[config.mk]
export PLATFORM = sky130hd
export DESIGN_NAME = psk31_bpsk_demod
export DESIGN_NICKNAME = d
export VERILOG_FILES = /design/src/rtl/psk31_bpsk_demod.sv
export SDC_FILE = /design/constraint.sdc
export NUM_CORES = 2
export LEC_CHECK = 0
export ABC_AREA = 1
export ABC_CLOCK_PERIOD_IN_PS = 6900
export CORE_MARGIN = 10
export CORE_UTILIZATION = 35
export DETAILED_ROUTE_END_ITERATION = 6
export PLACE_DENSITY = 0.59
export RECOVER_POWER = 100
export SLEW_MARGIN = 5
export SYNTH_ARGS = -nofsm -noshare
export SYNTH_HDL_FRONTEND = slang
export SYNTH_SLANG_ARGS = --single-unit
[constraint.sdc]
create_clock -name clk -period 6.9 [get_ports clk]
set_clock_uncertainty 0.15 [all_clocks]
set_input_delay 1.38 -clock clk [delete_from_list [all_inputs] [get_ports clk]]
set_output_delay 1.38 -clock clk [all_outputs]
set_load 0.05 [all_outputs]
[src/rtl/psk31_bpsk_demod.sv]
// psk31_bpsk_demod: coherent BPSK mixer with per-symbol integrate-and-dump and differential phase decision
module psk31_bpsk_demod #(
  parameter int N_IN = 16,
  parameter int N_LO = 16,
  parameter int SAMPLES_PER_SYM = 256,
  parameter int CNT_W = 9,
  parameter int ACC_W = N_IN + N_LO + CNT_W,
  parameter int DEC_W = 18
) (
  input  logic            clk,
  input  logic            rst,
  input  logic [N_IN-1:0] sample_in,
  input  logic            sample_valid,
  input  logic [N_LO-1:0] lo_i,
  input  logic [N_LO-1:0] lo_q,
  input  logic            sym_align,
  output logic            bit_out,
  output logic            bit_valid,
  input  logic            bit_ready,
  output logic            overrun
);
  localparam int PW = N_IN + N_LO;
  localparam int MW = 2 * DEC_W;
  localparam int DW = MW + 1;
  typedef enum logic {ACQ, RUN} state_t;
  state_t state, state_nx;
  logic signed [PW-1:0] p_i, p_q;
  logic signed [ACC_W-1:0] acc_i, acc_q, sum_i, sum_q;
  logic signed [DEC_W-1:0] cur_i, cur_q, prev_i, prev_q;
  logic signed [MW-1:0] m_i, m_q;
  logic signed [DW-1:0] dot;
  logic [CNT_W-1:0] count;
  logic pv, dump, dv, last;
  assign sum_i = acc_i + ACC_W'(p_i);
  assign sum_q = acc_q + ACC_W'(p_q);
  assign last = count == CNT_W'(SAMPLES_PER_SYM - 1);
  assign m_i = MW'(cur_i) * MW'(prev_i);
  assign m_q = MW'(cur_q) * MW'(prev_q);
  always_comb begin
    state_nx = state;
    if (sym_align) state_nx = ACQ;
    else if (dump) state_nx = RUN;
  end
  always_ff @(posedge clk) state <= !rst ? ACQ : state_nx;
  always_ff @(posedge clk) begin
    if (!rst) begin
      p_i <= '0;
      p_q <= '0;
      pv <= 1'b0;
      acc_i <= '0;
      acc_q <= '0;
      count <= '0;
      cur_i <= '0;
      cur_q <= '0;
      prev_i <= '0;
      prev_q <= '0;
      dump <= 1'b0;
      dot <= '0;
      dv <= 1'b0;
      bit_out <= 1'b0;
      bit_valid <= 1'b0;
      overrun <= 1'b0;
    end else begin
      pv <= sample_valid;
      if (sample_valid) begin
        p_i <= PW'($signed(sample_in)) * PW'($signed(lo_i));
        p_q <= PW'($signed(sample_in)) * PW'($signed(lo_q));
      end
      dump <= 1'b0;
      dv <= 1'b0;
      // realignment drops the in-flight product and any dump/decision still in the pipe
      if (sym_align) begin
        acc_i <= '0;
        acc_q <= '0;
        count <= '0;
      end else begin
        if (pv && last) begin
          cur_i <= sum_i[ACC_W-1 -: DEC_W];
          cur_q <= sum_q[ACC_W-1 -: DEC_W];
          acc_i <= '0;
          acc_q <= '0;
          count <= '0;
          dump <= 1'b1;
        end else if (pv) begin
          acc_i <= sum_i;
          acc_q <= sum_q;
          count <= count + 1'b1;
        end
        if (dump) begin
          prev_i <= cur_i;
          prev_q <= cur_q;
        end
        if (dump && state == RUN) begin
          dot <= DW'(m_i) + DW'(m_q);
          dv <= 1'b1;
        end
      end
      if (dv && !sym_align && (!bit_valid || bit_ready)) begin
        bit_out <= dot >= DW'(0);
        bit_valid <= 1'b1;
      end else if (dv && !sym_align) overrun <= 1'b1;
      else if (bit_valid && bit_ready) bit_valid <= 1'b0;
    end
  end
endmodule

## Word level (Yosys, flattened, before mapping)

Cells that the tools add are included.

- Add/subtract/negate cells: 4
- Multiply operators: 4
- Magnitude comparators: 1
- Equality and inequality tests: 2
- Muxes and demuxes: 5
- Bitwise logic cells: 3
- Reduce and logical (&&, ||, !) cells: 16

Operators with widths:

| kind | number |
|---|---|
| $add A41 B32 Y41 | 2 |
| $mul A18 B18 Y36 | 2 |
| $mul A16 B16 Y32 | 2 |
| $add A36 B36 Y37 | 1 |
| $ge A37 B1 Y1 const B | 1 |
| $reduce_and A2 Y1 | 5 |
| $add A9 B1 Y9 const B | 1 |
| $eq A9 B8 Y1 const B | 1 |
| $logic_and A1 B1 Y1 | 5 |
| $mux W1 | 5 |
| $not A1 Y1 | 3 |
| $reduce_or A3 Y1 | 1 |
| $logic_not A1 Y1 | 2 |
| $ne A2 B1 Y1 const B | 1 |
| $reduce_bool A2 Y1 | 1 |
| $reduce_or A2 Y1 | 1 |
| $logic_or A1 B1 Y1 | 1 |

- Register bits: 271
- Input port bits: 53

## Longest topological paths before layout

- Word-level depth: 5
- Mapped depth: 36
- Gate-level depth less buffers: 34

## Worst setup path after synthesis

OpenSTA, ideal clock, no wires.

- Path type: register to register
- Start point: register prev_q[1]
- End point: register dot[36]
- Arrival time: 6580 ps
- Path slack: 61 ps
- Cell stages (with the launch flop): 29
- Clock period less this slack: 6839 ps
- Path through: dfxtp_1 -> clkbuf_1 -> clkbuf_1 -> nand2_1 -> fa_1 -> fa_1 -> fa_1 -> fa_1 -> inv_1 -> fa_1 -> inv_1 -> fa_1 -> inv_1 -> fa_1 -> inv_1 -> fa_1 -> inv_1 -> ha_1 -> nand2_1 -> nor2_1 -> nand2_1 -> nor2_1 -> nand3_1 -> nand3_1 -> inv_1 -> nand2_1 -> nand3_1 -> nand2_1 -> inv_1

- Longest elaborated chain between the ends: 2

RTL lines:

| what | line | source |
|---|---|---|
| start, declared | 29 | `logic signed [DEC_W-1:0] cur_i, cur_q, prev_i, prev_q;` |
| start signal, assigned | 91 | `prev_q <= cur_q;` |
| $mul A18 B18 Y36 | 38 | `assign m_q = MW'(cur_q) * MW'(prev_q);` |
| $add A36 B36 Y37 | 94 | `dot <= DW'(m_i) + DW'(m_q);` |
| end signal, assigned | 94 |  |
| end, declared | 31 | `logic signed [DW-1:0] dot;` |

Every way passes these cells.
A chain may end at the register's enable or synchronous reset.

## Final worst setup path

- Start point: register cur_i[17]
- End point: register dot[36]

- Longest elaborated chain between the ends: 2

RTL lines:

| what | line | source |
|---|---|---|
| start, declared | 29 |  |
| start signal, assigned | 78 | `cur_i <= sum_i[ACC_W-1 -: DEC_W];` |
| $mul A18 B18 Y36 | 37 | `assign m_i = MW'(cur_i) * MW'(prev_i);` |
| $add A36 B36 Y37 | 94 |  |

Every way passes these cells.

==> results.py <==
metrics = {
    "status": {
        "run_status": "complete, but fails checks",
        "violations_in_the_final_reports": "capacitance limit, slew limit",
    },
    "floorplanning": {
        "placementRows": 151,
        "floorplan.core_area_um2": 169000,
        "die_w_um": 432,
        "floorplan.die_area_um2": 187000,
        "start_util_pct": 35.2,
        "die_height_um": 432,
        "io_pins": 56,
    },
    "synthesis": {
        "synth-seq-cells": 235,
        "synth_cell_type_count": 43,
        "synth.largest_area_cell": "sky130_fd_sc_hd__fa_1",
        "seq_area_frac_synth_pct": 7.90,
        "syn-cell-area_um2": 59600,
        "synth_top_flop_cell": "sky130_fd_sc_hd__dfxtp_1",
        "post_synth_edffs": 0,
        "netlist.area_leader.share_pct": 42.1,
        "synth_warnings": 0,
        "netlist_top_cells_area": "sky130_fd_sc_hd__fa_1 42%, sky130_fd_sc_hd__inv_1 14%, sky130_fd_sc_hd__nand2_1 12%",
        "synth.cells.most_frequent": "2284 x sky130_fd_sc_hd__inv_1, 1964 x sky130_fd_sc_hd__nand2_1, 1253 x sky130_fd_sc_hd__fa_1, 558 x sky130_fd_sc_hd__nor2_1, 396 x sky130_fd_sc_hd__ha_1",
        "mappedNetlistNets": 9701,
        "netlist_instances": 7999,
        "dominant_cell_by_count_in_the_synthesized_netlist": "sky130_fd_sc_hd__inv_1",
        "syn-mean-instance-area_um2": 7.45,
        "postSynth.asyncResetShare_pct": 0,
    },
    "global_route": {
        "overflow": 0,
        "global_route_wire_length_before_repair_um": 281000,
        "first_global_vias": 53197,
        "grtUsageMet2_pct": 31.8,
        "all_layer_gr_usage_pct": 18.6,
        "initial_antenna_violation_count": 3,
        "grt_util_met1_pct": 24.8,
        "peak_usage_layer_in_the_global_routing_report": "met2",
        "gr-usage-met3_pct": 2.19,
        "pin_count_of_the_biggest_net_entering_global_routing": 79,
    },
    "route": {
        "detail-route-antenna-nets": 0,
        "drt-initial-drc-count": 2873,
        "vias_per_cell": 4.67,
        "wire_per_inst_um": 16.0,
        "remaining_drc_errors": 0,
        "vias_after_detailed_routing": 49230,
        "postRouteWirelength_um": 169000,
        "detailedRoute.firstPassIterationCount": 5,
    },
    "place": {
        "finalWeightedCongestion": 0.930,
        "port_buffers": 55,
        "numPlacedInstances": 10461,
        "hpwlAfterDp_um": 145000,
        "post_detailed_placement_cell_area_um2": 66400,
    },
    "cts": {
        "cts_tree": "yes",
        "htreeDepth": 2,
        "clock_path_buffers": 3,
        "clock_latency_late_sink_ns": 0.60,
        "root_buffer": "sky130_fd_sc_hd__clkbuf_16",
        "cts_made_buffers": 36,
        "clock-sinks": 235,
        "path_clk_slew_ns": 0.05,
    },
    "timing": {
        "worst_slew_margin_rel_pct": -130,
        "max_freq_mhz": 146,
        "worst_margin_pin_slew_ns": 3.45,
        "finalSetupViolCount": 0,
        "post-route-period-util_pct": 99.0,
        "final_hold_violation_count": 0,
        "holdWs_ns": 0.286,
        "post-route-min-period_ns": 6.83,
        "tns_ns": 0,
        "rsz_0062_raised_after_global_routing": "true",
        "final-max-slew-violation-count": 241,
    },
    "critical_path": {
        "cp_capture_type": "flip-flop",
        "startpoint_of_the_lowest_slack_register_to_register_path": "cur_i[17]",
        "crit_type": "flip-flop to flip-flop",
        "critical_path.max_stage_delay_ns": 0.58,
        "reg2reg_setup_slack_ns": 0.07,
        "critical_path.slowest_cell": "sky130_fd_sc_hd__fa_1",
        "data_required_critical_path_ns": 7.23,
        "regToRegEndpoint": "dot[36]",
        "setup.worst_path.start_class": "flip-flop",
        "critical_path.top_delay_family": "adder cells",
        "timing.critical_path.fanout_max": 7,
        "arrival_ns": 7.16,
        "ff2ff_path_depth": 29,
        "count_of_buffering_cells_on_the_critical_path_with_inverters_included": 10,
        "cpMostUsedCell": "sky130_fd_sc_hd__fa_1",
    },
    "finish": {
        "flow.area_growth_from_synthesis_pct": 14.5,
        "final_cell_count_no_fill": 10542,
        "regArea_um2": 4720,
        "multi_input_comb_area_um2": 45300,
        "layout_cells_sized_above_1_pct": 8.78,
        "final_cell_area_um2": 68200,
        "fill_cells": 17496,
        "final_net_count": 9997,
    },
    "power": {
        "power.share.clock_pct": 6.7,
        "power.switching_fraction_pct": 52.1,
        "p_seq_share_pct": 5.6,
        "peakVddDrop_mv": 0.839,
        "fraction_of_power_consumed_by_combinational_cells_pct": 87.7,
        "static-leakage-power_nw": 38.4,
        "cellInternalPower_mw": 14.5,
        "switching_power_mw": 15.7,
        "power.total_mw": 30.2,
        "power_density_nw_per_um2": 443,
    },
    "worst_hold_path": {
        "hold-path-cell-count": 1,
        "whs_endpoint": "bit_out",
        "hold_crit_class": "flip-flop to flip-flop",
        "holdCritStartpoint": "dot[36]",
    },
    "job": {
        "maxCapViolCount": 4,
    },
}
==> cells by family (layout without fill, tap and decap cells) <==
logic type | Yosys count | after routing | share of synthesized area [%]
compound gates | 527 | 527 | 4.78
xor+xnor | 68 | 68 | 1.00
fa+ha+maj | 1649 | 1649 | 50.4
buf+inv | 2623 | 2947 | 16.6
flops | 235 | 235 | 7.90
other cells | 0 | 1 | 0
simple gates | 2897 | 2897 | 19.3
==> how the worst max path moves through the flow <==
stage / startpoint / endpoint / slack (ns) / cells past startpoint
finish: cur_i[17] / dot[36] / 0.07 / 29
global route: cur_i[6] / dot[36] / -0.20 / 30
CTS: cur_i[17] / dot[36] / -0.05 / 31
detailed placement: lo_i[1] / p_i[22] / -0.62 / 24
global placement: lo_i[1] / p_i[22] / -0.61 / 24
floorplan: prev_q[1] / dot[36] / 0.06 / 28
==> power groups by stage <==
stage	Combinational [mW]	Clock, mW	Sequential [mW]
after floorplan	15.2	0	1.63
after detailed placement	26.1	0	1.72
after global routing	30.2	2.11	1.70
after global placement	26.2	0	1.72
after CTS	26.3	2.07	1.69
final	26.5	2.02	1.69
==> layout make-up <==
cell class / count / share of cell area, %
diodes: 1 / 0.00367
flip-flops and latches: 235 / 6.92
well taps: 2218 / 4.07
clock inverters: 20 / 0.409
multi-input cells: 5141 / 66.5
inverters: 2290 / 12.6
clock buffers: 46 / 1.47
repair buffers: 591 / 8.00
==> state kept, by name (all words and copies together) (netlist names) <==
register,count
acc_q,41
bit_valid,1
p_q,32
acc_i,41
bit_out,1
cur_i,18
pv,1
dv,1
state,1
p_i,32
cur_q,18
dump,1
prev_i,18
prev_q,18
count,9
overrun,1
dot,1
==> metrics by stage <==
stage               utilization, %  setup WS [ns]
floorplan                        -         0.0613
global placement              39.2         -0.611
detailed placement            39.2         -0.616
CTS                           40.1        -0.0470
global route                  40.3         -0.200
finish                        40.3         0.0681
==> what timing repair did <==
action	in CTS	in global routing
setup endpoints to repair	1	36
resized for setup	37	98
pin swaps	29	44
buffers inserted	7	8
gates cloned	1	0
hold buffers	0	0
==> metal layers <==
layer | wire length [um] | up-vias | share of wire [%]
met5 | 12 | - | 0.0071
met1 | 73900 | 24338 | 44
met2 | 81000 | 1168 | 48
met3 | 8830 | 242 | 5.2
li1 | - | 23480 | -
met4 | 5190 | 2 | 3.1
==> cells in the final DEF, fill, tap and decap left out, types with 13 or more instances in the layout <==
cell,netlist,final
sky130_fd_sc_hd__a21oi_1,238,229
sky130_fd_sc_hd__ha_1,396,389
sky130_fd_sc_hd__clkbuf_1,284,14
sky130_fd_sc_hd__nand2_2,16,28
sky130_fd_sc_hd__inv_2,6,21
sky130_fd_sc_hd__xor2_1,53,53
sky130_fd_sc_hd__o211ai_1,17,17
sky130_fd_sc_hd__xnor2_1,15,15
sky130_fd_sc_hd__o21ai_0,214,211
sky130_fd_sc_hd__fa_2,0,15
sky130_fd_sc_hd__nor2_1,558,544
sky130_fd_sc_hd__nand4_1,60,60
sky130_fd_sc_hd__nand2_1,1964,1947
sky130_fd_sc_hd__dfxtp_1,235,231
sky130_fd_sc_hd__nor3_1,24,22
sky130_fd_sc_hd__clkbuf_16,0,37
sky130_fd_sc_hd__buf_4,0,444
sky130_fd_sc_hd__inv_1,2284,2267
sky130_fd_sc_hd__fa_1,1253,1238
sky130_fd_sc_hd__nor2_2,6,13
sky130_fd_sc_hd__nand3_1,249,242
sky130_fd_sc_hd__buf_12,0,70
sky130_fd_sc_hd__clkdlybuf4s50_1,0,43
Power figures use the tool's default switching activity.
